**config.mk**
```make
export PLATFORM = sky130hd
export DESIGN_NAME = gate_net_pipe
export DESIGN_NICKNAME = d
export VERILOG_FILES = /design/src/rtl/gate_net_pkg.sv /design/src/rtl/gate_net_lane.sv /design/src/rtl/gate_net_pipe.sv
export SDC_FILE = /design/constraint.sdc
export NUM_CORES = 1
export LEC_CHECK = 0
export ABC_CLOCK_PERIOD_IN_PS = 2800
export BUFFER_PORTS_ARGS = -buffer_cell sky130_fd_sc_hd__buf_2
export CELL_PAD_IN_SITES_DETAIL_PLACEMENT = 1
export CELL_PAD_IN_SITES_GLOBAL_PLACEMENT = 2
export CORE_MARGIN = 5
export CORE_UTILIZATION = 35
export CTS_CLUSTER_SIZE = 40
export DETAILED_ROUTE_END_ITERATION = 16
export PLACE_DENSITY = 0.87
export SLEW_MARGIN = 30
export SYNTH_ARGS = -nofsm -noshare
export SYNTH_HDL_FRONTEND = slang
export SYNTH_SLANG_ARGS = --single-unit
```
**constraint.sdc**
```tcl
create_clock -name clk -period 2.8 [get_ports clk]
set_input_delay 0.14 -clock clk [delete_from_list [all_inputs] [get_ports clk]]
set_output_delay 0.14 -clock clk [all_outputs]
set_load 0.02 [all_outputs]
```
**src/rtl/gate_net_pkg.sv**
```systemverilog
// -----------------------------------------------------------------------------
// gate_net_pkg
// Shared definitions for the pipelined gate-network evaluator:
//   - sweep FSM state encoding
//   - bit positions of a, b, c, d inside one 4-bit lane vector
//   - gate_net_f: the 4-input gate network equation
// -----------------------------------------------------------------------------
package gate_net_pkg;

    // Sweep engine states
    typedef enum logic [1:0] {
        IDLE  = 2'd0,
        ISSUE = 2'd1,
        DRAIN = 2'd2,
        DONE  = 2'd3
    } state_e;

    // Lane vector layout: {a, b, c, d}
    localparam int A_BIT = 3;
    localparam int B_BIT = 2;
    localparam int C_BIT = 1;
    localparam int D_BIT = 0;

    // Number of input combinations a sweep walks through per lane
    localparam int         SWEEP_LEN  = 16;
    localparam logic [3:0] SWEEP_LAST = 4'd15;

    // Gate network as drawn. The expression reduces to ~c & ~(a & d),
    // but it is kept in its original form so the block evaluates the
    // network exactly as it is specified for the family.
    function automatic logic gate_net_f(
        input logic a,
        input logic b,
        input logic c,
        input logic d
    );
        return (~(a & b) | ~(a & c)) & ~((a & d) | c);
    endfunction

endpackage

```
**src/rtl/gate_net_lane.sv**
```systemverilog
// -----------------------------------------------------------------------------
// gate_net_lane
// Single-lane combinational evaluator of the gate network.
// Ports:
//   abcd_i  [3:0]  lane vector, bit 3 = a, bit 2 = b, bit 1 = c, bit 0 = d
//   y_o            network output for this lane
// -----------------------------------------------------------------------------
module gate_net_lane
    import gate_net_pkg::*;
(
    input  logic [3:0] abcd_i,
    output logic       y_o
);

    assign y_o = gate_net_f(abcd_i[A_BIT], abcd_i[B_BIT],
                            abcd_i[C_BIT], abcd_i[D_BIT]);

endmodule

```
**src/rtl/gate_net_pipe.sv**
```systemverilog
// -----------------------------------------------------------------------------
// gate_net_pipe
// Multi-lane pipelined evaluator of the gate network with a built-in sweep
// engine that drives all 16 input combinations into every lane and reports
// how many lane results were 1.
//
// Parameters:
//   LANES  number of independent evaluation lanes (1..16)
//   PIPE   pipeline depth, input sample to output, in cycles (1..4)
//   CW     width of ones_count (derived)
//
// Ports:
//   clk          rising-edge clock
//   rst          synchronous active-high reset
//   in_valid     stream vector valid, ignored while a sweep is running
//   in_abcd      lane i vector at bits [4i+3:4i] = {a, b, c, d}
//   sweep_start  one-cycle sweep request, honoured only when idle
//   out_valid    y carries a fresh result (stream or sweep)
//   y            per-lane result, holds its last value while out_valid=0
//   sweep_busy   high from the first issue cycle through the DONE cycle
//   sweep_done   one-cycle pulse; ones_count is final in that cycle
//   ones_count   y=1 total of the last completed sweep
// -----------------------------------------------------------------------------
module gate_net_pipe
    import gate_net_pkg::*;
#(
    parameter int  LANES = 4,
    parameter int  PIPE  = 2,
    localparam int CW    = $clog2(16 * LANES + 1)
) (
    input  logic                 clk,
    input  logic                 rst,
    input  logic                 in_valid,
    input  logic [4*LANES-1:0]   in_abcd,
    input  logic                 sweep_start,
    output logic                 out_valid,
    output logic [LANES-1:0]     y,
    output logic                 sweep_busy,
    output logic                 sweep_done,
    output logic [CW-1:0]        ones_count
);

    localparam int LW = 4 * LANES;

    // Sweep engine state
    state_e           state_q;
    logic [3:0]       cnt_q;
    logic [1:0]       drain_q;
    logic [CW-1:0]    acc_q;
    logic [CW-1:0]    ones_q;
    logic             busy_q;
    logic             done_q;

    // Pipeline: data, valid and sweep tag travel together
    logic [LW-1:0]    data_q [PIPE];
    logic [PIPE-1:0]  vld_q;
    logic [PIPE-1:0]  tag_q;

    // Last presented result, so y is stable between valid outputs
    logic [LANES-1:0] y_hold_q;

    logic [LW-1:0]    sweep_vec_s;
    logic [LW-1:0]    s0_data_s;
    logic             s0_vld_s;
    logic             s0_tag_s;
    logic [LW-1:0]    final_data_s;
    logic [LANES-1:0] y_eval_s;
    logic             sweep_hit_s;
    logic [CW-1:0]    acc_d;

    // Number of set bits in one cycle's lane results
    function automatic logic [CW-1:0] popcount_f(input logic [LANES-1:0] v);
        logic [CW-1:0] n;
        n = {CW{1'b0}};
        for (int i = 0; i < LANES; i++) begin
            n = n + {{(CW-1){1'b0}}, v[i]};
        end
        return n;
    endfunction

    // Sweep vector: lane i sees (cnt + i) mod 16, so over 16 issues
    // every lane covers every combination exactly once.
    always_comb begin
        sweep_vec_s = {LW{1'b0}};
        for (int i = 0; i < LANES; i++) begin
            sweep_vec_s[4*i +: 4] = cnt_q + 4'(i);
        end
    end

    // Stage-0 source select: stream when idle, sweep vectors while issuing,
    // nothing while draining or reporting.
    always_comb begin
        s0_data_s = in_abcd;
        s0_vld_s  = 1'b0;
        s0_tag_s  = 1'b0;
        case (state_q)
            IDLE: begin
                s0_data_s = in_abcd;
                s0_vld_s  = in_valid;
                s0_tag_s  = 1'b0;
            end
            ISSUE: begin
                s0_data_s = sweep_vec_s;
                s0_vld_s  = 1'b1;
                s0_tag_s  = 1'b1;
            end
            DRAIN, DONE: begin
                s0_data_s = in_abcd;
                s0_vld_s  = 1'b0;
                s0_tag_s  = 1'b0;
            end
            default: begin
                s0_data_s = in_abcd;
                s0_vld_s  = 1'b0;
                s0_tag_s  = 1'b0;
            end
        endcase
    end

    // Non-stalling pipeline shift of data, valid and sweep tag
    always_ff @(posedge clk) begin
        if (rst) begin
            vld_q <= {PIPE{1'b0}};
            tag_q <= {PIPE{1'b0}};
            for (int s = 0; s < PIPE; s++) begin
                data_q[s] <= {LW{1'b0}};
            end
        end else begin
            vld_q[0]  <= s0_vld_s;
            tag_q[0]  <= s0_tag_s;
            data_q[0] <= s0_data_s;
            for (int s = 1; s < PIPE; s++) begin
                vld_q[s]  <= vld_q[s-1];
                tag_q[s]  <= tag_q[s-1];
                data_q[s] <= data_q[s-1];
            end
        end
    end

    assign final_data_s = data_q[PIPE-1];

    // Per-lane evaluators on the final pipeline stage
    for (genvar g = 0; g < LANES; g++) begin : g_lane
        gate_net_lane u_lane (
            .abcd_i (final_data_s[4*g +: 4]),
            .y_o    (y_eval_s[g])
        );
    end

    // Remember the last valid result so y holds while out_valid is low
    always_ff @(posedge clk) begin
        if (rst) begin
            y_hold_q <= {LANES{1'b0}};
        end else if (vld_q[PIPE-1]) begin
            y_hold_q <= y_eval_s;
        end else begin
            y_hold_q <= y_hold_q;
        end
    end

    // Only results born from sweep vectors count; stream vectors that were
    // still in flight when the sweep began carry tag=0.
    assign sweep_hit_s = vld_q[PIPE-1] & tag_q[PIPE-1];

    // Accumulator next value including this cycle's sweep result
    always_comb begin
        if (sweep_hit_s) begin
            acc_d = acc_q + popcount_f(y_eval_s);
        end else begin
            acc_d = acc_q;
        end
    end

    // Sweep FSM with its counters, accumulator and registered status outputs.
    // ones_count is loaded on the DRAIN->DONE edge (the last sweep result is
    // on the output in that final DRAIN cycle), so it is already final while
    // sweep_done is high.
    always_ff @(posedge clk) begin
        if (rst) begin
            state_q <= IDLE;
            cnt_q   <= 4'd0;
            drain_q <= 2'd0;
            acc_q   <= {CW{1'b0}};
            ones_q  <= {CW{1'b0}};
            busy_q  <= 1'b0;
            done_q  <= 1'b0;
        end else begin
            done_q <= 1'b0;
            acc_q  <= acc_d;
            case (state_q)
                IDLE: begin
                    acc_q   <= {CW{1'b0}};
                    cnt_q   <= 4'd0;
                    drain_q <= 2'd0;
                    if (sweep_start) begin
                        state_q <= ISSUE;
                        busy_q  <= 1'b1;
                    end else begin
                        state_q <= IDLE;
                        busy_q  <= 1'b0;
                    end
                end
                ISSUE: begin
                    if (cnt_q == SWEEP_LAST) begin
                        state_q <= DRAIN;
                        drain_q <= 2'd0;
                    end else begin
                        cnt_q   <= cnt_q + 4'd1;
                    end
                end
                DRAIN: begin
                    if (drain_q == 2'(PIPE - 1)) begin
                        state_q <= DONE;
                        ones_q  <= acc_d;
                        done_q  <= 1'b1;
                    end else begin
                        drain_q <= drain_q + 2'd1;
                    end
                end
                DONE: begin
                    state_q <= IDLE;
                    busy_q  <= 1'b0;
                end
                default: begin
                    state_q <= IDLE;
                    busy_q  <= 1'b0;
                end
            endcase
        end
    end

    assign out_valid  = vld_q[PIPE-1];
    assign y          = vld_q[PIPE-1] ? y_eval_s : y_hold_q;
    assign sweep_busy = busy_q;
    assign sweep_done = done_q;
    assign ones_count = ones_q;

endmodule

```
== Yosys cells after proc, flatten, opt, wreduce, memory -nomap -nowiden ==
Memory sizes are Yosys's and may differ from the RTL's.
Index checks and enable logic that the tools add are counted.
Storage, ports and cells
  bits in registers: 32
  memory bits (writable): 32
  bits of input ports: 20
  output and inout bits: 14
  word-level logic and storage cells: 102
  memories: 1
Cells by class
  add/subtract/negate cells: 8
  equality and inequality tests: 9
  mux-type cells: 22
  bitwise operators: 40
  reduce and logical (&&, ||, !) cells: 12
Memory list
  data_q: depth 2, width 16, read ports 2, clocked after memory_dff 0, wr ports 2, line gate_net_pipe.sv:55  | logic [LW-1:0] data_q [PIPE];
Operators by type and width (count)
  16-bit 2-to-1 mux: 2
  16-bit one-hot mux with 2 select lines: 1
  1-bit bitwise AND: 17
  1-bit inverter: 13
  1-bit bitwise OR: 10
  4-bit by 2-bit adder with 4-bit output (second input constant): 2
  2-bit 2-to-1 mux: 4
  4-bit 2-to-1 mux: 2
  2-bit inequality test (second input constant): 4
  2-bit one-hot mux with 4 select lines: 1
  4-bit one-hot mux with 2 select lines: 1
  7-bit by 4-bit adder with 7-bit output: 1
  7-bit 2-to-1 mux: 1
  1-bit 2-to-1 mux: 6
  2-bit one-hot mux with 3 select lines: 1
  2-bit AND reduction: 3
  2-bit OR reduction: 3
  3-bit by 1-bit adder with 4-bit output: 1
  4-bit by 1-bit adder with 4-bit output (second input constant): 1
  2-bit by 1-bit equality test with 1-bit output (second input constant): 2
  2-bit equality test (second input constant): 2
  4-bit equality test (second input constant): 1
  1-bit one-hot mux with 2 select lines: 2
  2-bit nonzero test: 2
  other kinds (8): 8

== Depth between registers and ports, before layout ==
Gate-level depths: netlist (run 1).
An unclocked memory read counts as a cell.
  depth after elaboration: 10
  depth in mapped cells: 8
  gate-level depth less buffers: 8

== Modules after synthesis ==
Synthesis (run 1) repeated with hierarchy kept, for this count alone.
Second synthesis, totals
  cells, all modules: 256
  area total of the unflattened synthesis: 2556.2 um^2
By module, submodules not included
  gate_net_pipe: times used 1, cells an instance 252, area an instance 2521.2 um^2, sequential area each 1281.2 um^2
  gate_net_lane: times used 4, cells an instance 1, area an instance 8.8 um^2, sequential area each 0.0 um^2

== Worst setup path before layout (run 1) ==
No wires, ideal clock.
  path kind: register to register
  start: mem data_q[0][16] (netlist name)
  end: reg ones_q[6] (netlist: ones_count[6])
  library setup time: 91 ps
  data arrival time: 2289 ps
  required time: 2709 ps
  path slack: 420 ps
  cell stages (with the launch flop): 9
  path buffers: 0
  clock period less this slack: 2380 ps
  cell sequence: dfxtp_1 a21oi_1 fa_1 fa_1 inv_1 fa_1 nand4b_1 or3_1 a311oi_1
RTL lines
  start: declaration: line gate_net_pipe.sv:55
  end signal: assignment: line gate_net_pipe.sv:184  | ones_q <= {CW{1'b0}};
  end: declaration: line gate_net_pipe.sv:50  | logic [CW-1:0] ones_q;

==> impl_metrics.env, run 1 <==
export IMPL_vdd_ir_drop_max_mv=0.4934
export IMPL_maxCapViolCount=0
export IMPL_critPathKind="reg -> reg"
export IMPL_cts_hold_buf=0
export IMPL_nets=291
export IMPL_outcome="finished, final reports clean"
export IMPL_die_x_microns=90.88
export IMPL_start_kind="register"
export IMPL_rows=29
export IMPL_cp_end_kind="register"
export IMPL_first_iter_violations=62
export IMPL_dp_cells=327
export IMPL_drtAntennaViolNets=0
export IMPL_p_leak_nw=1.035
export IMPL_nFillCells=726
export IMPL_ys_flop_type="dfxtp_1"
export IMPL_async_reset_ff_frac=0
export IMPL_synth_adder_area_share=0.08087
export IMPL_grt_pass1_wl_microns=8086
export IMPL_clock_sinks=56
export IMPL_r2r_end="ones_count[6]"
export IMPL_synth_simple_area_share=0.1743
export IMPL_grt_pass1_vias=1706
export IMPL_post_route_util=0.4106
export IMPL_worstHoldPathType="in -> reg"
export IMPL_skew_ps=6.299
export IMPL_ys_ff_latch=56
export IMPL_min_period_over_period=0.9501
export IMPL_clkTransAtPathRegs_ps=100
export IMPL_cts_buffers=5
export IMPL_maxSlewViolCount=0
export IMPL_holdPathEnd="data_q[0][15]"
export IMPL_crit_required_ps=3020
export IMPL_fp_dieH_microns=90.88
export IMPL_synth_nets=266
export IMPL_crit_fanout=4
export IMPL_synth_edf_count=0
export IMPL_grt_max_degree=38
export IMPL_min_delay_start="in_abcd[15]"
export IMPL_vias=1676
export IMPL_cp_arrival_ps=2880
export IMPL_ys_types=46
export IMPL_worst_skew_pair_late_latency_ps=310
export IMPL_first_pass_iters=3
export IMPL_wl_per_cell_microns=14.16
export IMPL_h_tree_depth=2
export IMPL_pin_count=34
export IMPL_setup_viol=0
export IMPL_synthXorXnorAreaFrac=0.01530
export IMPL_core_sq_mm=0.006350
export IMPL_cts_root_buf="clkbuf_8"
export IMPL_grt_overflow_total=0
export IMPL_grt_use_total=0.1191
export IMPL_ys_seq_area_frac=0.4896
export IMPL_hold_viol_final=0
export IMPL_fmax_mhz=375.9
export IMPL_layout_cells_non_filler=336
export IMPL_dp_hpwl_microns=3623
export IMPL_syn_avg_cell_area_sq_um=9.827
export IMPL_route_detailed_drc=0
export IMPL_rr_worst_depth=8
export IMPL_drive_above_1_share=0.2008
export IMPL_antenna_found_initial=0
export IMPL_min_period_ps=2660
export IMPL_syn_inst=233
export IMPL_worstReg2RegStart="data_q[0][16]"
export IMPL_synth_top_family_by_area="simple AND/OR/NAND/NOR gates"
export IMPL_power_density_mw_per_mm2=791.7
export IMPL_synth_top_area_cell="dfxtp_1"
export IMPL_initial_core_util=0.3606
export IMPL_muxShareOfSynthArea=0.05519
export IMPL_min_path_cells=2
export IMPL_yosysWarnings=0
export IMPL_synthTopCellsByArea="dfxtp_1, ha_1, a21oi_1"
export IMPL_clock_path_buffers=2
export IMPL_gp_congestion=0.7283
export IMPL_port_buffers=29
export IMPL_die_area_sq_mm=0.008259
export IMPL_wl_microns=4757
export IMPL_cts_tree="built"
export IMPL_rrSetupSlack_ps=140
export IMPL_synth_top_area_share=0.4896
export IMPL_syn_area_sq_mm=0.002290
export IMPL_slew_headroom=0.5508
export IMPL_worstMarginPinSlew_ps=673.8
export IMPL_syn_to_final_growth_pct=13.88
export IMPL_diodes=0
export IMPL_vias_per_cell=4.988
export IMPL_synth_compound_area_frac=0.1383
-- repair_timing --
item	4_1_cts	5_1_grt
setup buffers	0	1
gates resized for setup	0	2
endpoints found under the setup margin	0	1
-- state kept, by name (all words and copies together) (netlist names) --
signal	count
sweep_done	1
state_q	2
acc_q	7
tag_q	2
sweep_busy	1
drain_q	2
ones_count	7
cnt_q	4
y_hold_q	4
vld_q	2
data_q	24
-- cells in the final DEF, fill, tap and decap left out, types with 3 or more instances in the layout --
cell / netlist / routed
mux2i_1: 7 / 7
dfxtp_1: 56 / 56
a21oi_1: 20 / 20
o31ai_1: 3 / 3
o21ai_0: 4 / 4
nor2_1: 22 / 22
inv_1: 10 / 10
a311oi_1: 4 / 4
and2_1: 5 / 5
nand2_1: 12 / 12
buf_2: 4 / 29
buf_4: 0 / 3
mux2_2: 5 / 5
nand3_1: 4 / 4
nor2b_1: 15 / 15
ha_1: 10 / 10
clkbuf_8: 0 / 5
a211oi_1: 7 / 7
-- cell type report --
cell class | instances | area [sq um] | area share
repair buffers | 32 | 167.7 | 0.06430
well taps | 77 | 96.34 | 0.03695
inverters | 11 | 41.29 | 0.01583
clock buffers | 5 | 68.82 | 0.02639
multi-input cells | 152 | 1070 | 0.4103
flip-flops and latches | 56 | 1121 | 0.4299
clock inverters | 3 | 42.54 | 0.01631
-- synthesized netlist by cell type (3+ instances only) --
cell and instances:
a211oi_1 7, a21oi_1 20, a311oi_1 4, and2_1 5, buf_2 4, clkbuf_1 7, dfxtp_1 56, fa_1 3
ha_1 10, inv_1 10, mux2_2 5, mux2i_1 7, nand2_1 12, nand3_1 4, nor2_1 22, nor2b_1 15
o21ai_0 4, o31ai_1 3
-- power by group --
part / internal [mW] / switching, mW / total (mW)
registers: 0.901 / 0.0528 / 0.953
clock network: 0.265 / 0.264 / 0.529
logic: 0.237 / 0.345 / 0.582
total: 1.40 / 0.662 / 2.06
-- kinds of logic after synthesis --
group | Yosys count
muxes | 12
adders and majority gates | 13
buffers and inverters | 25
xor gates and xnor gates | 4
DFF | 56
AOI/OAI and AO/OA | 48
and+or+nand+nor | 75
-- how the worst max path moves through the flow --
stage	from	slack [ps]	end
2_1_floorplan	data_q[0][16]	420	ones_count[6]
3_3_place_gp	data_q[0][16]	260	ones_count[6]
3_5_place_dp	data_q[0][16]	160	ones_count[6]
4_1_cts	data_q[0][16]	140	ones_count[6]
5_1_grt	data_q[0][16]	-40	ones_count[6]
6_report	data_q[0][16]	140	ones_count[6]
-- metrics by stage --
| stage | cell area (sq um) | TNS, ps | hold WS [ps] | setup slack [ps] | total power, mW |
|---|---|---|---|---|---|
| after floorplan | 2290 | 0 | 265.5 | 420.0 | 1.410 |
| after global placement | 2481 | 0 | 388.7 | 262.9 | 1.539 |
| after detailed placement | 2481 | 0 | 386.8 | 157.7 | 1.562 |
| after CTS | 2592 | 0 | 59.00 | 135.5 | 2.089 |
| after global routing | 2608 | -43.91 | 58.25 | -43.91 | 2.200 |
| final | 2608 | 0 | 67.29 | 139.8 | 2.064 |
-- routing by layer --
layer / GRT usage / vias up / wire (microns)
met5: 0 / - / 0
met4: 0.03667 / 0 / 57
met1: 0.1451 / 809 / 2209
li1: - / 847 / -
met3: 0.03167 / 5 / 138
met2: 0.2040 / 15 / 2351
-- critical path: stages, from the launching register on --
cell      delay (ps)
dfxtp_1          330
a21oi_1           90
fa_1             550
fa_2             220
inv_1             60
fa_1             370
nand4b_1         280
or3_4            420
a311oi_1         250
(Power assumes the default switching activity.)
==> run 2: changes to the inputs <==
--- a/config.mk
+++ b/config.mk
@@ -5,15 +5,16 @@
 export SDC_FILE = /design/constraint.sdc
 export NUM_CORES = 1
 export LEC_CHECK = 0
-export ABC_CLOCK_PERIOD_IN_PS = 2800
+export ABC_CLOCK_PERIOD_IN_PS = 2370
 export BUFFER_PORTS_ARGS = -buffer_cell sky130_fd_sc_hd__buf_2
 export CELL_PAD_IN_SITES_DETAIL_PLACEMENT = 1
 export CELL_PAD_IN_SITES_GLOBAL_PLACEMENT = 2
 export CORE_MARGIN = 5
-export CORE_UTILIZATION = 35
+export CORE_UTILIZATION = 31
 export CTS_CLUSTER_SIZE = 40
 export DETAILED_ROUTE_END_ITERATION = 16
-export PLACE_DENSITY = 0.87
+export PLACE_DENSITY = 0.82
+export SKIP_LAST_GASP = 1
 export SLEW_MARGIN = 30
 export SYNTH_ARGS = -nofsm -noshare
 export SYNTH_HDL_FRONTEND = slang
==> constraint.sdc (replaced) <==
create_clock -name clk -period 2.37 [get_ports clk]
set_input_delay 0.1185 -clock clk [delete_from_list [all_inputs] [get_ports clk]]
set_output_delay 0.1185 -clock clk [all_outputs]
set_load 0.02 [all_outputs]
==> run 2 against run 1 <==
Net effect:
- sequential cell count unchanged
- first-iteration DRC count increased by 47%
- final cell count increased by 7.4%
- non-clock buffer count increased by 3
- critical path type unchanged
- core utilization decreased by 4.1 points
- die area increased by 11%
- count of clock-buffer cells in the layout unchanged
- sequential share of layout area decreased by 0.87 points
- cell area increased by 2.4%
- critical endpoint unchanged
- the flow now finishes with violations (negative setup slack)
==> impl_metrics.env, run 2 (synthesis results as in run 1) <==
export IMPL_outcome="finished, violations left"
export IMPL_violations="negative setup slack"
export IMPL_core_sq_mm=0.007214
export IMPL_route_detailed_drc=0
export IMPL_switching_power_mw=0.8039
export IMPL_maxSlewViolCount=0
export IMPL_startpoint="data_q[0][19]"
export IMPL_comb_power_share=0.299
export IMPL_first_iter_violations=91
export IMPL_hold_viol_final=0
export IMPL_cts_tree="built"
export IMPL_final_area_sq_mm=0.002670
export IMPL_min_period_over_period=1.108
export IMPL_worstMarginPinSlew_ps=552.7
export IMPL_die_x_microns=95.94
export IMPL_layout_cells_non_filler=361
export IMPL_worstHoldPathType="in -> reg"
export IMPL_p_leak_nw=1.036
export IMPL_finalSetupTns_ps=-767.8
export IMPL_p_seq_frac=0.478
export IMPL_grt_max_degree=31
export IMPL_layout_cells_most_common_list="dfxtp_1, buf_2, nor2_1"
export IMPL_fp_dieH_microns=95.94
export IMPL_first_pass_iters=4
export IMPL_dp_slack_ps=-220.5
export IMPL_nFillCells=858
export IMPL_port_buffers=29
export IMPL_grt_overflow_total=0
export IMPL_power_density_mw_per_mm2=887.7
export IMPL_cts_root_buf="clkbuf_8"
export IMPL_maxCapViolCount=0
export IMPL_drtAntennaViolNets=0
export IMPL_p_int_mw=1.566
export IMPL_grt_pass1_vias=1708
export IMPL_cp_end_kind="register"
export IMPL_swShare=0.3392
export IMPL_worstReg2RegStart="data_q[0][19]"
export IMPL_cp_arrival_ps=2850
export IMPL_wl_microns=5028
export IMPL_largest_reg_flops=24
export IMPL_diodes=0
export IMPL_h_tree_depth=2
export IMPL_dp_cells=350
export IMPL_rsz0062_at_grt="yes"
export IMPL_clock_sinks=56
export IMPL_die_area_sq_mm=0.009204
export IMPL_pin_count=34
export IMPL_wl_per_cell_microns=13.93
export IMPL_setup_viol=4
export IMPL_vias_per_cell=4.668
export IMPL_rows=31
export IMPL_critPathKind="reg -> reg"
export IMPL_regMostFlops="data_q"
export IMPL_nets=294
export IMPL_min_period_ps=2626
export IMPL_r2r_end="ones_count[6]"
export IMPL_antenna_found_initial=0
export IMPL_worst_skew_pair_late_latency_ps=310
export IMPL_grt_use_total=0.1132
export IMPL_p_clk_frac=0.224
export IMPL_initial_core_util=0.3174
export IMPL_post_dp_cell_area_sq_mm=0.002526
export IMPL_gp_congestion=0.7439
export IMPL_rrSetupSlack_ps=-260
export IMPL_grt_pass1_wl_microns=8093
export IMPL_register_area_sq_mm=0.001125
export IMPL_syn_to_final_growth_pct=16.61
export IMPL_dp_hpwl_microns=3628
export IMPL_skew_ps=7.529
export IMPL_fmax_mhz=380.9
export IMPL_vdd_ir_drop_max_mv=0.5974
export IMPL_slew_headroom=0.6315
export IMPL_drive_above_1_share=0.2443
export IMPL_cp_endpoint="ones_count[6]"
export IMPL_cts_buffers=5
export IMPL_start_kind="register"
export IMPL_finalPower_mw=2.370
export IMPL_postLayoutSetupSlackWorst_ps=-255.7
export IMPL_rr_worst_depth=8
export IMPL_clkTransAtPathRegs_ps=110
export IMPL_crit_required_ps=2590
export IMPL_clock_path_buffers=2
export IMPL_layout_commonest_cell="dfxtp_1"
export IMPL_multi_input_area_sq_mm=0.001097
export IMPL_crit_fanout=3
export IMPL_vias=1685
-- run 2: cell types whose count changed in the layout (fill, tap and decap cells not counted), sizes merged --
cell      previous run  this run
clkinvlp             1         2
bufinv               1         0
buf                 32        35
-- run 2: critical path, cell delays in order, from the launching register on --
cell      delay, ps
dfxtp_2         360
a21oi_4          60
fa_1            550
fa_2            230
inv_2            40
fa_2            320
nand4b_1        280
or3_4           470
a311oi_2        240
-- run 2: through the flow --
step | hold slack (ps) | utilization
after floorplan | 244.0 | -
after global placement | 372.3 | 0.3502
after detailed placement | 371.8 | 0.3502
after CTS | 38.92 | 0.3642
after global routing | 50.73 | 0.3701
final | 44.90 | 0.3701
-- run 2: per-layer routing --
metal	global-route usage	wire [microns]	part of all wire	vias up
li1	-	-	-	853
met3	0.02189	115	0.023	4
met1	0.1439	2309	0.46	812
met5	0	0	0	-
met2	0.1911	2525	0.50	16
met4	0.03910	78	0.016	0
-- run 2: power by group through the flow --
stage | combinational [mW] | sequential [mW] | clock, mW
floorplan | 0.529 | 1.14 | 0
finish | 0.708 | 1.13 | 0.531
global placement | 0.693 | 1.15 | 0
detailed placement | 0.709 | 1.15 | 0
CTS | 0.712 | 1.13 | 0.553
global route | 0.790 | 1.15 | 0.588
-- run 2: area by class of cell --
class | count | area share
sequential | 56 | 0.4213
multi-input combinational | 152 | 0.4110
timing repair buffer | 35 | 0.07123
tap | 99 | 0.04639
clock buffer | 5 | 0.02577
inverter | 11 | 0.01546
clock inverter | 3 | 0.008903
-- run 2: how the worst min path moves through the flow --
stage	startpoint	end	slack, ps	depth (start not counted)
5_1_grt	in_abcd[15]	data_q[0][15]	50	2
3_5_place_dp	in_abcd[15]	data_q[0][15]	370	2
4_1_cts	in_abcd[15]	data_q[0][15]	40	2
3_3_place_gp	in_abcd[15]	data_q[0][15]	370	2
2_1_floorplan	in_abcd[15]	data_q[0][15]	240	1
6_report	in_abcd[15]	data_q[0][15]	40	2
-- run 2: repair_timing --
| item | CTS | global route |
|---|---|---|
| gates resized for setup | 2 | 7 |
| hold buffers | 0 | 0 |
| buffers inserted | 1 | 2 |
| pin swaps | 3 | 5 |
| setup endpoints to repair | 4 | 5 |
==> run 3: changes to the inputs <==
--- a/config.mk
+++ b/config.mk
@@ -5,7 +5,7 @@
 export SDC_FILE = /design/constraint.sdc
 export NUM_CORES = 1
 export LEC_CHECK = 0
-export ABC_CLOCK_PERIOD_IN_PS = 2370
+export ABC_CLOCK_PERIOD_IN_PS = 2300
 export BUFFER_PORTS_ARGS = -buffer_cell sky130_fd_sc_hd__buf_2
 export CELL_PAD_IN_SITES_DETAIL_PLACEMENT = 1
 export CELL_PAD_IN_SITES_GLOBAL_PLACEMENT = 2
==> constraint.sdc (replaced) <==
create_clock -name clk -period 2.3 [get_ports clk]
set_input_delay 0.115 -clock clk [delete_from_list [all_inputs] [get_ports clk]]
set_output_delay 0.115 -clock clk [all_outputs]
set_load 0.02 [all_outputs]
==> run 3 against run 2 <==
Net effect:
- the run still ends with negative setup slack left
- routed wire length decreased by 2.5%
- setup slack worse by 51 ps
- power rose by 3.2%
- cell area fell by 0.28%
- final cell count down 0.55%
- via count is 0.12% lower
- non-clock buffer count decreased by 2
- critical path depth unchanged
- first-iteration DRC count decreased by 20%
- critical path type unchanged
- critical endpoint unchanged
==> impl_metrics.env, run 3 (synthesis results as in run 1) <==
export IMPL_cp_arrival_ps=2820
export IMPL_critPathKind="reg -> reg"
export IMPL_antenna_found_initial=0
export IMPL_layout_commonest_cell="dfxtp_1"
export IMPL_rr_worst_depth=8
export IMPL_nets=292
export IMPL_finalSetupTns_ps=-830.8
export IMPL_startpoint="data_q[0][19]"
export IMPL_clock_path_buffers=2
export IMPL_postLayoutSetupSlackWorst_ps=-306.4
export IMPL_fmax_mhz=383.7
export IMPL_port_buffers=29
export IMPL_cts_tree="built"
export IMPL_violations="negative setup slack"
export IMPL_syn_to_final_growth_pct=16.28
export IMPL_cpMostUsedCell="fa_2"
export IMPL_maxSlewViolCount=0
export IMPL_setup_viol=5
export IMPL_core_sq_mm=0.007214
export IMPL_worstHoldPathType="in -> reg"
export IMPL_h_tree_depth=2
export IMPL_outcome="finished, violations left"
export IMPL_rows=31
export IMPL_vdd_ir_drop_max_mv=0.4442
export IMPL_drive_above_1_share=0.2423
export IMPL_clkTransAtPathRegs_ps=100
export IMPL_p_clk_frac=0.223
export IMPL_min_period_ps=2606
export IMPL_vias=1683
export IMPL_crit_required_ps=2520
export IMPL_start_kind="register"
export IMPL_die_area_sq_mm=0.009204
export IMPL_largest_reg_flops=24
export IMPL_grt_max_degree=31
export IMPL_cts_buffers=5
export IMPL_crit_fanout=4
export IMPL_initial_core_util=0.3174
export IMPL_worstReg2RegStart="data_q[0][19]"
export IMPL_regMostFlops="data_q"
export IMPL_p_int_mw=1.618
export IMPL_cts_hold_buf=0
export IMPL_swShare=0.3383
export IMPL_die_x_microns=95.94
export IMPL_cp_end_kind="register"
export IMPL_crit_slowest_cell="fa_1"
export IMPL_wl_microns=4903
export IMPL_min_path_cells=3
export IMPL_maxCapViolCount=0
export IMPL_cts_root_buf="clkbuf_8"
export IMPL_grt_overflow_total=0
export IMPL_min_period_over_period=1.133
export IMPL_nFillCells=872
export IMPL_rrSetupSlack_ps=-310
export IMPL_worstMarginPinSlew_ps=548.7
export IMPL_dp_slack_ps=-259.3
export IMPL_grt_use_total=0.1140
export IMPL_fp_dieH_microns=95.94
export IMPL_comb_power_share=0.301
export IMPL_max_stage_delay_ps=550
export IMPL_grt_pass1_wl_microns=8204
export IMPL_p_seq_frac=0.477
export IMPL_power_density_mw_per_mm2=918.4
export IMPL_vias_per_cell=4.688
export IMPL_cp_cell_sequence="a21oi_2, fa_1, fa_2, inv_2, fa_2, nand4b_1, or3_4, a311oi_2"
export IMPL_pin_count=34
export IMPL_cp_endpoint="ones_count[6]"
export IMPL_layout_cells_non_filler=359
export IMPL_crit_buf_inv=1
export IMPL_grt_pass1_vias=1745
export IMPL_switching_power_mw=0.8271
export IMPL_skew_ps=5.252
export IMPL_r2r_end="ones_count[6]"
export IMPL_p_leak_nw=1.031
export IMPL_route_detailed_drc=0
export IMPL_hold_viol_final=0
export IMPL_slew_headroom=0.6342
export IMPL_rsz0062_at_grt="yes"
export IMPL_dp_hpwl_microns=3668
export IMPL_first_iter_violations=73
export IMPL_worst_skew_pair_late_latency_ps=310
export IMPL_gp_congestion=0.7562
export IMPL_dp_cells=350
export IMPL_wl_per_cell_microns=13.66
export IMPL_cp_top_family="adder cells"
export IMPL_clock_sinks=56
export IMPL_drtAntennaViolNets=0
export IMPL_crit_cells=8
export IMPL_first_pass_iters=4
export IMPL_diodes=0
export IMPL_layout_cells_most_common_list="dfxtp_1, buf_2, nor2_1"
run 3: cell type report:
cell class,count,area [sq um],share of cell area
repair buffers,33,175.2,0.06579
clock buffers,5,68.82,0.02585
flip-flops and latches,56,1125,0.4225
well taps,99,123.9,0.04652
multi-input cells,152,1105,0.4149
inverters,11,41.29,0.01551
clock inverters,3,23.77,0.008929
run 3: power groups by stage:
| stage | Combinational [mW] | Sequential [mW] | Clock, mW |
|---|---|---|---|
| CTS | 0.737 | 1.17 | 0.572 |
| floorplan | 0.545 | 1.18 | 0 |
| detailed placement | 0.734 | 1.19 | 0 |
| global placement | 0.716 | 1.18 | 0 |
| global route | 0.825 | 1.18 | 0.615 |
| finish | 0.735 | 1.17 | 0.545 |
run 3: tightest hold or removal path, stage by stage:
cell and delay (ps):
buf_2 80, mux2i_1 60, nor2_1 70
run 3: worst min-delay path by stage:
stage / start / endpoint / slack, ps
final: in_valid / vld_q[0] / 50
after global placement: in_abcd[15] / data_q[0][15] / 370
after detailed placement: in_valid / vld_q[0] / 370
after global routing: in_abcd[12] / data_q[0][12] / 40
after floorplan: in_abcd[15] / data_q[0][15] / 240
after CTS: in_valid / vld_q[0] / 40
run 3: layer usage:
metal | share of wire | vias to the layer above | global-route usage
met2 | 0.49 | 18 | 0.1928
met5 | 0 | - | 0
met1 | 0.47 | 814 | 0.1453
met3 | 0.022 | 6 | 0.02580
met4 | 0.011 | 0 | 0.03199
li1 | - | 845 | -
run 3: what timing repair did:
action,CTS,global route
gates resized for setup,1,7
setup endpoints to repair,5,5
cloned,0,0
pin swaps,2,1
buffers inserted,0,1
run 3: metrics by stage:
stage                     utilization  total power, mW  instance area, sq um  hold slack, ps
final                          0.3691            2.445                  2663           52.88
after global routing           0.3691            2.620                  2663           40.94
after CTS                      0.3635            2.475                  2623           43.23
after detailed placement       0.3502            1.921                  2526           373.6
after global placement         0.3502            1.898                  2526           370.2
after floorplan                     -            1.721                  2300           240.5
